**config.mk**
```make
export PLATFORM = sky130hd
export DESIGN_NAME = fetch_stage
export DESIGN_NICKNAME = d
export VERILOG_FILES = /design/src/rtl/xm23_pkg.sv /design/src/rtl/fetch_queue.sv /design/src/rtl/fetch_stage.sv
export SDC_FILE = /design/constraint.sdc
export NUM_CORES = 1
export LEC_CHECK = 0
export ABC_AREA = 1
export CORE_ASPECT_RATIO = 0.9
export CORE_MARGIN = 2
export CORE_UTILIZATION = 30
export CTS_CLUSTER_DIAMETER = 200
export CTS_CLUSTER_SIZE = 14
export DETAILED_ROUTE_END_ITERATION = 7
export GPL_TIMING_DRIVEN = 0
export SYNTH_ARGS = -nofsm -noshare
export SYNTH_HDL_FRONTEND = slang
export SYNTH_SLANG_ARGS = --single-unit
```
**constraint.sdc**
```tcl
create_clock -name clock -period 3.6 [get_ports clock]
set_clock_uncertainty 0.2 [all_clocks]
set_input_delay 0.72 -clock clock [delete_from_list [all_inputs] [get_ports clock]]
set_output_delay 0.72 -clock clock [all_outputs]
set_load 0.01 [all_outputs]
```
**src/rtl/xm23_pkg.sv**
```systemverilog
`default_nettype none
// ============================================================================
//  Module      : xm23_pkg
//  Description : Shared types and constants for the XM23 instruction path.
//                word_t / addr_t are the 16-bit instruction word and byte
//                address; fetch_entry_t pairs a fetched word with its PC.
//  Revision    : 1.0  initial release
// ============================================================================
package xm23_pkg;

   typedef logic [15:0] word_t;
   typedef logic [15:0] addr_t;

   // Byte distance between consecutive instructions.
   localparam addr_t INST_BYTES = 16'd2;

   typedef struct packed {
      word_t inst;
      addr_t pc;
   } fetch_entry_t;

endpackage : xm23_pkg
`default_nettype wire

```
**src/rtl/fetch_queue.sv**
```systemverilog
`default_nettype none
// ============================================================================
//  Module      : fetch_queue
//  Description : Two-entry instruction FIFO of fetch_entry_t. The head always
//                lives in slot 0, so head outputs are plain register reads.
//  Ports       : clock, reset        - clock, synchronous active-high reset
//                clear_i             - drop all entries (synchronous)
//                push_i, push_*_i    - append {inst, pc} at the tail
//                pop_i               - remove the head
//                head_*_o            - head entry contents
//                count_o             - number of valid entries (0..2)
//  Revision    : 1.0  initial release
// ============================================================================
module fetch_queue
   import xm23_pkg::*;
(
   input  logic        clock,
   input  logic        reset,
   input  logic        clear_i,
   input  logic        push_i,
   input  logic [15:0] push_inst_i,
   input  logic [15:0] push_pc_i,
   input  logic        pop_i,
   output logic [15:0] head_inst_o,
   output logic [15:0] head_pc_o,
   output logic [1:0]  count_o
);

   fetch_entry_t entry0_q, entry0_d;
   fetch_entry_t entry1_q, entry1_d;
   logic [1:0]   count_q, count_d;

   logic         w_pop;
   logic         w_push;
   logic [1:0]   w_slot;
   fetch_entry_t w_new;

   // Guard against popping empty or pushing full; the producer's issue
   // rule already guarantees neither happens.
   assign w_pop  = pop_i && (count_q != 2'd0);
   assign w_push = push_i && ((count_q != 2'd2) || w_pop);
   // Tail slot after this cycle's pop has shifted the queue forward.
   assign w_slot = count_q - {1'b0, w_pop};
   assign w_new  = '{inst: push_inst_i, pc: push_pc_i};

   always_comb begin
      entry0_d = entry0_q;
      entry1_d = entry1_q;
      count_d  = count_q;
      if (clear_i) begin
         count_d = 2'd0;
      end else begin
         if (w_pop) begin
            entry0_d = entry1_q;
         end
         if (w_push) begin
            if (w_slot == 2'd0) begin
               entry0_d = w_new;
            end else begin
               entry1_d = w_new;
            end
         end
         count_d = count_q + {1'b0, w_push} - {1'b0, w_pop};
      end
   end

   always_ff @(posedge clock) begin
      if (reset) begin
         entry0_q <= '0;
         entry1_q <= '0;
         count_q  <= 2'd0;
      end else begin
         entry0_q <= entry0_d;
         entry1_q <= entry1_d;
         count_q  <= count_d;
      end
   end

   assign head_inst_o = entry0_q.inst;
   assign head_pc_o   = entry0_q.pc;
   assign count_o     = count_q;

endmodule : fetch_queue
`default_nettype wire

```
**src/rtl/fetch_stage.sv**
```systemverilog
`default_nettype none
// ============================================================================
//  Module      : fetch_stage
//  Description : XM23 instruction fetch. Holds the PC, issues one read per
//                cycle to a 1-cycle-latency instruction memory whenever the
//                queue plus the outstanding read leave room, and hands words
//                to decode over a valid/ready handshake. redirect flushes the
//                queue, drops any returning word and reloads the PC.
//  Ports       : clock, reset            - clock, synchronous active-high reset
//                imem_addr/imem_rd       - read request (addr bit 0 always 0)
//                imem_data               - read data, one cycle after imem_rd
//                redirect/redirect_pc    - flush and new fetch address
//                inst/inst_pc/inst_valid - queue head towards decode
//                inst_ready              - decode accepts the head
//  Revision    : 1.0  initial release
// ============================================================================
module fetch_stage
   import xm23_pkg::*;
#(
   parameter addr_t RESET_PC  = 16'h0000,
   parameter int    BUF_DEPTH = 2          // only 2 is supported
)
(
   input  logic        clock,
   input  logic        reset,
   output logic [15:0] imem_addr,
   output logic        imem_rd,
   input  logic [15:0] imem_data,
   input  logic        redirect,
   input  logic [15:0] redirect_pc,
   output logic [15:0] inst,
   output logic [15:0] inst_pc,
   output logic        inst_valid,
   input  logic        inst_ready
);

   localparam addr_t      c_PC_MASK  = 16'hFFFE;
   localparam addr_t      c_RESET_PC = RESET_PC & c_PC_MASK;
   localparam logic [1:0] c_DEPTH    = BUF_DEPTH[1:0];

   addr_t      pc_q, pc_d;
   logic       inflight_q, inflight_d;
   addr_t      inflight_pc_q, inflight_pc_d;
   // Squashes a late return after a redirect. With a 1-cycle memory the
   // redirect cycle itself drops the return, so this never becomes 1; it is
   // kept so a deeper memory only needs the set condition added.
   logic       squash_q, squash_d;

   logic [1:0] w_count;
   logic [1:0] w_occupancy;
   logic       w_pop;
   logic       w_push;
   logic       w_issue;

   assign inst_valid  = (w_count != 2'd0);
   assign w_pop       = inst_valid & inst_ready;
   // Queued words plus the word still in the memory pipe.
   assign w_occupancy = w_count + {1'b0, inflight_q};
   // A pop this cycle frees a slot for the word that returns next cycle,
   // so a full stage may still issue and no bubble appears.
   assign w_issue     = !reset && !redirect &&
                        ((w_occupancy < c_DEPTH) ||
                         ((w_occupancy == c_DEPTH) && w_pop));
   assign w_push      = inflight_q && !squash_q && !redirect;

   always_comb begin
      pc_d          = pc_q;
      inflight_d    = 1'b0;
      inflight_pc_d = inflight_pc_q;
      squash_d      = squash_q;
      if (redirect) begin
         pc_d     = redirect_pc & c_PC_MASK;
         squash_d = 1'b0;
      end else if (w_issue) begin
         inflight_pc_d = pc_q;
         pc_d          = pc_q + INST_BYTES;
         inflight_d    = 1'b1;
      end
   end

   always_ff @(posedge clock) begin
      if (reset) begin
         pc_q          <= c_RESET_PC;
         inflight_q    <= 1'b0;
         inflight_pc_q <= '0;
         squash_q      <= 1'b0;
      end else begin
         pc_q          <= pc_d;
         inflight_q    <= inflight_d;
         inflight_pc_q <= inflight_pc_d;
         squash_q      <= squash_d;
      end
   end

   fetch_queue u_queue (
      .clock       (clock),
      .reset       (reset),
      .clear_i     (redirect),
      .push_i      (w_push),
      .push_inst_i (imem_data),
      .push_pc_i   (inflight_pc_q),
      .pop_i       (w_pop),
      .head_inst_o (inst),
      .head_pc_o   (inst_pc),
      .count_o     (w_count)
   );

   assign imem_addr = pc_q;
   assign imem_rd   = w_issue;

endmodule : fetch_stage
`default_nettype wire

```
## After elaboration in Yosys (flattened, before gate mapping)

Index checks and enable logic that the tools add are counted.
Widths: inputs -> output; s select.

- Equal/unequal tests: 2
- Bitwise operators: 3
- $mul: 0
- Reductions and logical operators: 16
- Divide/modulo/power cells: 0
- Shift-type cells: 0
- Muxes and demuxes: 6
- $lt $le $gt $ge: 1
- Add/subtract/negate cells: 5

Operators with widths:

| kind | count |
|---|---|
| $mux 32 | 3 |
| $mux 16 | 2 |
| $add 16x2->16 const B | 1 |
| $logic_and 1x1->1 | 6 |
| $add 2x1->2 | 2 |
| $reduce_bool 2->1 | 2 |
| $sub 2x1->2 | 2 |
| $reduce_and 3->1 | 1 |
| $eq 2x2->1 const B | 1 |
| $logic_not 1->1 | 2 |
| $logic_not 2->1 | 1 |
| $logic_or 1x1->1 | 2 |
| $lt 2x2->1 const B | 1 |
| $ne 2x2->1 const B | 1 |
| $not 1->1 | 2 |
| $reduce_and 2->1 | 1 |
| $reduce_or 2->1 | 1 |
| $and 1x1->1 | 1 |
| $mux 1 | 1 |

- Logic and storage cells: 42
- Register bits: 99
- Output and inout port bits: 50
- Memories: 0
- Memory bits (writable): 0
- Latch bits: 0
- Input bits: 36
- Memory bits (read-only): 0

## Longest topological paths before layout

- Depth after elaboration: 7
- Mapped depth: 11
- Depth with buffers taken out: 10

## Cells and area by module

A second synthesis with hierarchy kept.

- Cells, all modules: 795
- Area total of the unflattened synthesis: 5,091.1 um^2

Modules (own cells, without submodules):

| module | area each (um^2) | times used | cells each | sequential area each (um^2) |
|---|---|---|---|---|
| fetch_queue | 3,347.0 | 1 | 539 | 1,321.3 |
| fetch_stage | 1,744.2 | 1 | 256 | 620.6 |

## Worst setup path before layout

No wires, ideal clock.

- Path kind: in2out
- From: input port reset
- To: output port imem_rd
- Path buffers: 2
- Cell stages on the path: 5
- Required time: 2,680 ps
- Arrival: 1,353 ps
- Slack: 1,327 ps
- Cell sequence: buf_2 > inv_2 > nand2_4 > a21oi_4 > buf_4

- Longest elaborated chain between the ends: 3

RTL lines:

| item | line | text |
|---|---|---|
| from (decl) | fetch_stage.sv:25 | `input logic reset,` |
| $logic_not 1->1 | fetch_stage.sv:61 | `assign w_issue = !reset && !redirect &&` |
| $logic_and 1x1->1 (2 in series) | fetch_stage.sv:61 |  |
| to (decl) | fetch_stage.sv:27 | `output logic imem_rd,` |

No other way between the ends.

## Worst setup path in the final report

- From: input port redirect
- To: output port imem_rd

- Longest elaborated chain between the ends: 3

RTL lines:

| item | line | text |
|---|---|---|
| from (decl) | fetch_stage.sv:29 | `input logic redirect,` |
| $logic_not 1->1 | fetch_stage.sv:61 |  |
| $logic_and 1x1->1 (2 in series) | fetch_stage.sv:61 |  |

No other way between the ends.

==> impl_metrics.ini <==
[logic_synthesis]
ys_ff_latch = 96
synth_top_cell_area_share = 0.432
seq_area_frac_synth = 0.432
synth_top_flop_cell = dfxtp_1
ys_types = 31
syn_area_um2 = 4450
synthMostInstantiatedCell = nand2_1
syn_inst = 614
synth_top_area_cell = dfxtp_1
syn_avg_cell_area_um2 = 7.25
synthArstFlopShare = 0
yosys_warnings = 0
synth_edf_count = 0
synthTopCellsByArea = dfxtp_1 43%, nand2_1 11%, a21oi_1 9.0%
synth_nets = 653
synthTopCellsByCount = 127 x nand2_1, 96 x dfxtp_1, 80 x a21oi_1

[cells_and_area]
drive_gt1_frac = 0.0857
final_nets = 746
diodes = 0
area_delta_synth_final_pct = 30.8
regArea_um2 = 1920
multi_input_area_um2 = 2130
fillers = 1568

[floorplanning]
die_y_um = 120
dieArea_um2 = 15800
core_um2 = 14600
rows = 42
initial_utilization = 0.305
io_pins = 86
die_w_um = 132

[power]
p_int_mw = 1.79
power.total_mw = 2.41
p_seq_frac = 0.473
peakVddDrop_mv = 0.270
p_comb_frac = 0.121
p_sw_mw = 0.614
power.share.clock = 0.406
switching_share = 0.255
total_leakage_power_nw = 2.23
cellPowerDensity_nw_per_um2 = 414

[sta]
hold_viol_final = 0
max_freq_mhz = 287
relSlewSlack = 0.585
fin_tns_setup_ps = 0
worstMarginPinSlew_ps = 622
rsz0062_at_grt = false
setup_violations = 0
drv_slew = 0
layout_min_cycle_time_ps = 3480
period_share = 0.967

[setup_path]
start_kind = primary input
r2r_slack_ps = 1810
worstPathMaxFanout = 10
crit_slowest_cell = clkdlybuf4s50_1
slowest_delay_ps = 570
crit_type = primary input to primary output
crit_family = buffers and inverters
crit_buf_inv = 4
cp.arrival_ps = 2560
crit_required_ps = 2680
cp-end-kind = primary output
worstPathCellList = clkdlybuf4s50_1 > inv_4 > nand2_4 > a21oi_4 > buf_4 > clkdlybuf4s50_1
reg2reg_from = imem_addr[1]
worstRegToRegCells = 8
crit_top_cell = clkdlybuf4s50_1
timing.rr.end = imem_addr[11]

[min_path]
hp-class = flip-flop to flip-flop
worstHoldPathCells = 2
hold-path-endpoint = u_queue.head_pc_o[0]
holdCritStartpoint = u_queue.head_pc_o[0]

[clock_tree]
cts_tree = done
numClockSinks = 96
worst_skew_pair.late_latency_ps = 350
clk_pin_slew_ps = 70
htree_levels = 3
cts_root_buffer = clkbuf_16
cts_buffer_depth = 2
numCtsBuffers = 9
cts_setup_buffers = 0

[placement]
dpl.hpwl_mm = 9.35
port_buffers = 82
place_congestion = 0.831

[status]
run_status = completed

[global_routing]
grt_pass1_vias = 4139
antenna_found_initial = 0
grt_max_degree = 16
grt_pass1_wl_mm = 21.4
grt-ovfl-total = 0
grt_usage = 0.167

[drt]
via_per_inst = 4.84
vias = 4404
post_drt_wl_per_cell_um = 14.2
dr.pass1.iters = 6
ant_nets = 0
drt_wl_total_mm = 12.9
drt_iter0_drc = 340
drc_errors = 0

[run]
cap_violations = 0
## metrics by stage
| stage | instances | utilization | worst slack, ps | hold slack [ps] | cell area (um^2) |
|---|---|---|---|---|---|
| CTS | 910 | 0.398 | 61.8 | 251 | 5820 |
| detailed placement | 894 | 0.378 | 69.7 | 241 | 5520 |
| global placement | 894 | 0.378 | 55.9 | 233 | 5520 |
| global route | 910 | 0.398 | 4.34 | 257 | 5820 |
| floorplan | 614 | - | 1330 | 224 | 4450 |
| finish | 910 | 0.398 | 120 | 247 | 5820 |
## how the worst max path moves through the flow
| stage | from | to | slack, ps | cells after the start |
|---|---|---|---|---|
| detailed placement | redirect | imem_rd | 70 | 6 |
| floorplan | reset | imem_rd | 1330 | 5 |
| global placement | redirect | imem_rd | 60 | 6 |
| global route | redirect | imem_rd | 4 | 6 |
| CTS | redirect | imem_rd | 60 | 6 |
| finish | redirect | imem_rd | 120 | 6 |
## power groups by stage
stage	Sequential (mW)	Clock (mW)	Combinational, mW
after floorplan	1.16	0	0.137
after global placement	1.16	0	0.291
after detailed placement	1.16	0	0.292
after CTS	1.14	0.992	0.293
after global routing	1.14	1.04	0.323
final	1.14	0.976	0.292
## routing by layer
metal,global-route usage,wire [um]
met5,0,0
met4,0.0417,147
met3,0.0389,792
met2,0.258,5590
met1,0.237,6410
## worst register-to-register path: cells and delay by family, from the launching register on
kind	cells	cell delay [ps]
adder cells (fa/ha/maj)	1	250
AND/OR/NAND/NOR	7	770
flip-flops	1	440
## flip-flops by register name (all words and copies together) (netlist names)
signal,count
u_queue.entry1_q,31
u_queue.head_inst_o,16
u_queue.count_o,2
inflight_q,1
imem_addr,15
u_queue.head_pc_o,16
inflight_pc_q,15
## logic make-up after synthesis
group	Yosys count	synth area share
DFF	96	0.432
buffers and inverters	81	0.0883
xor gates and xnor gates	2	0.00394
AOI/OAI and AO/OA	178	0.210
adders and majority gates	3	0.00844
and+or+nand+nor	253	0.256
other	1	0.000843
## repair_timing
| item | in CTS | in global routing |
|---|---|---|
| hold buffers | 0 | 0 |
| gates resized for setup | 0 | 1 |
| setup endpoints to repair | 0 | 1 |
## area by class of cell
cell class | count | share of cell area
buffer | 38 | 0.0396
clock buffer | 11 | 0.0417
clock inverter | 5 | 0.00968
inverter | 43 | 0.0284
multi-input combinational | 437 | 0.367
sequential | 96 | 0.330
tap | 198 | 0.0426
timing repair buffer | 82 | 0.141
## cells in the final DEF, fill, tap and decap left out, drive strengths merged
master         instances
nand2                135
dfxtp                 96
o21ai                 88
clkdlybuf4s50         82
a21oi                 81
nand3                 69
inv                   42
nor2                  41
clkbuf                26
buf                   23
a22oi                  7
nand4                  4
clkinv                 4
ha                     3
nand3b                 2
xor2                   2
a21boi                 2
or2                    1
nor3                   1
conb                   1
clkinvlp               1
bufinv                 1
(Power assumes the default switching activity.)
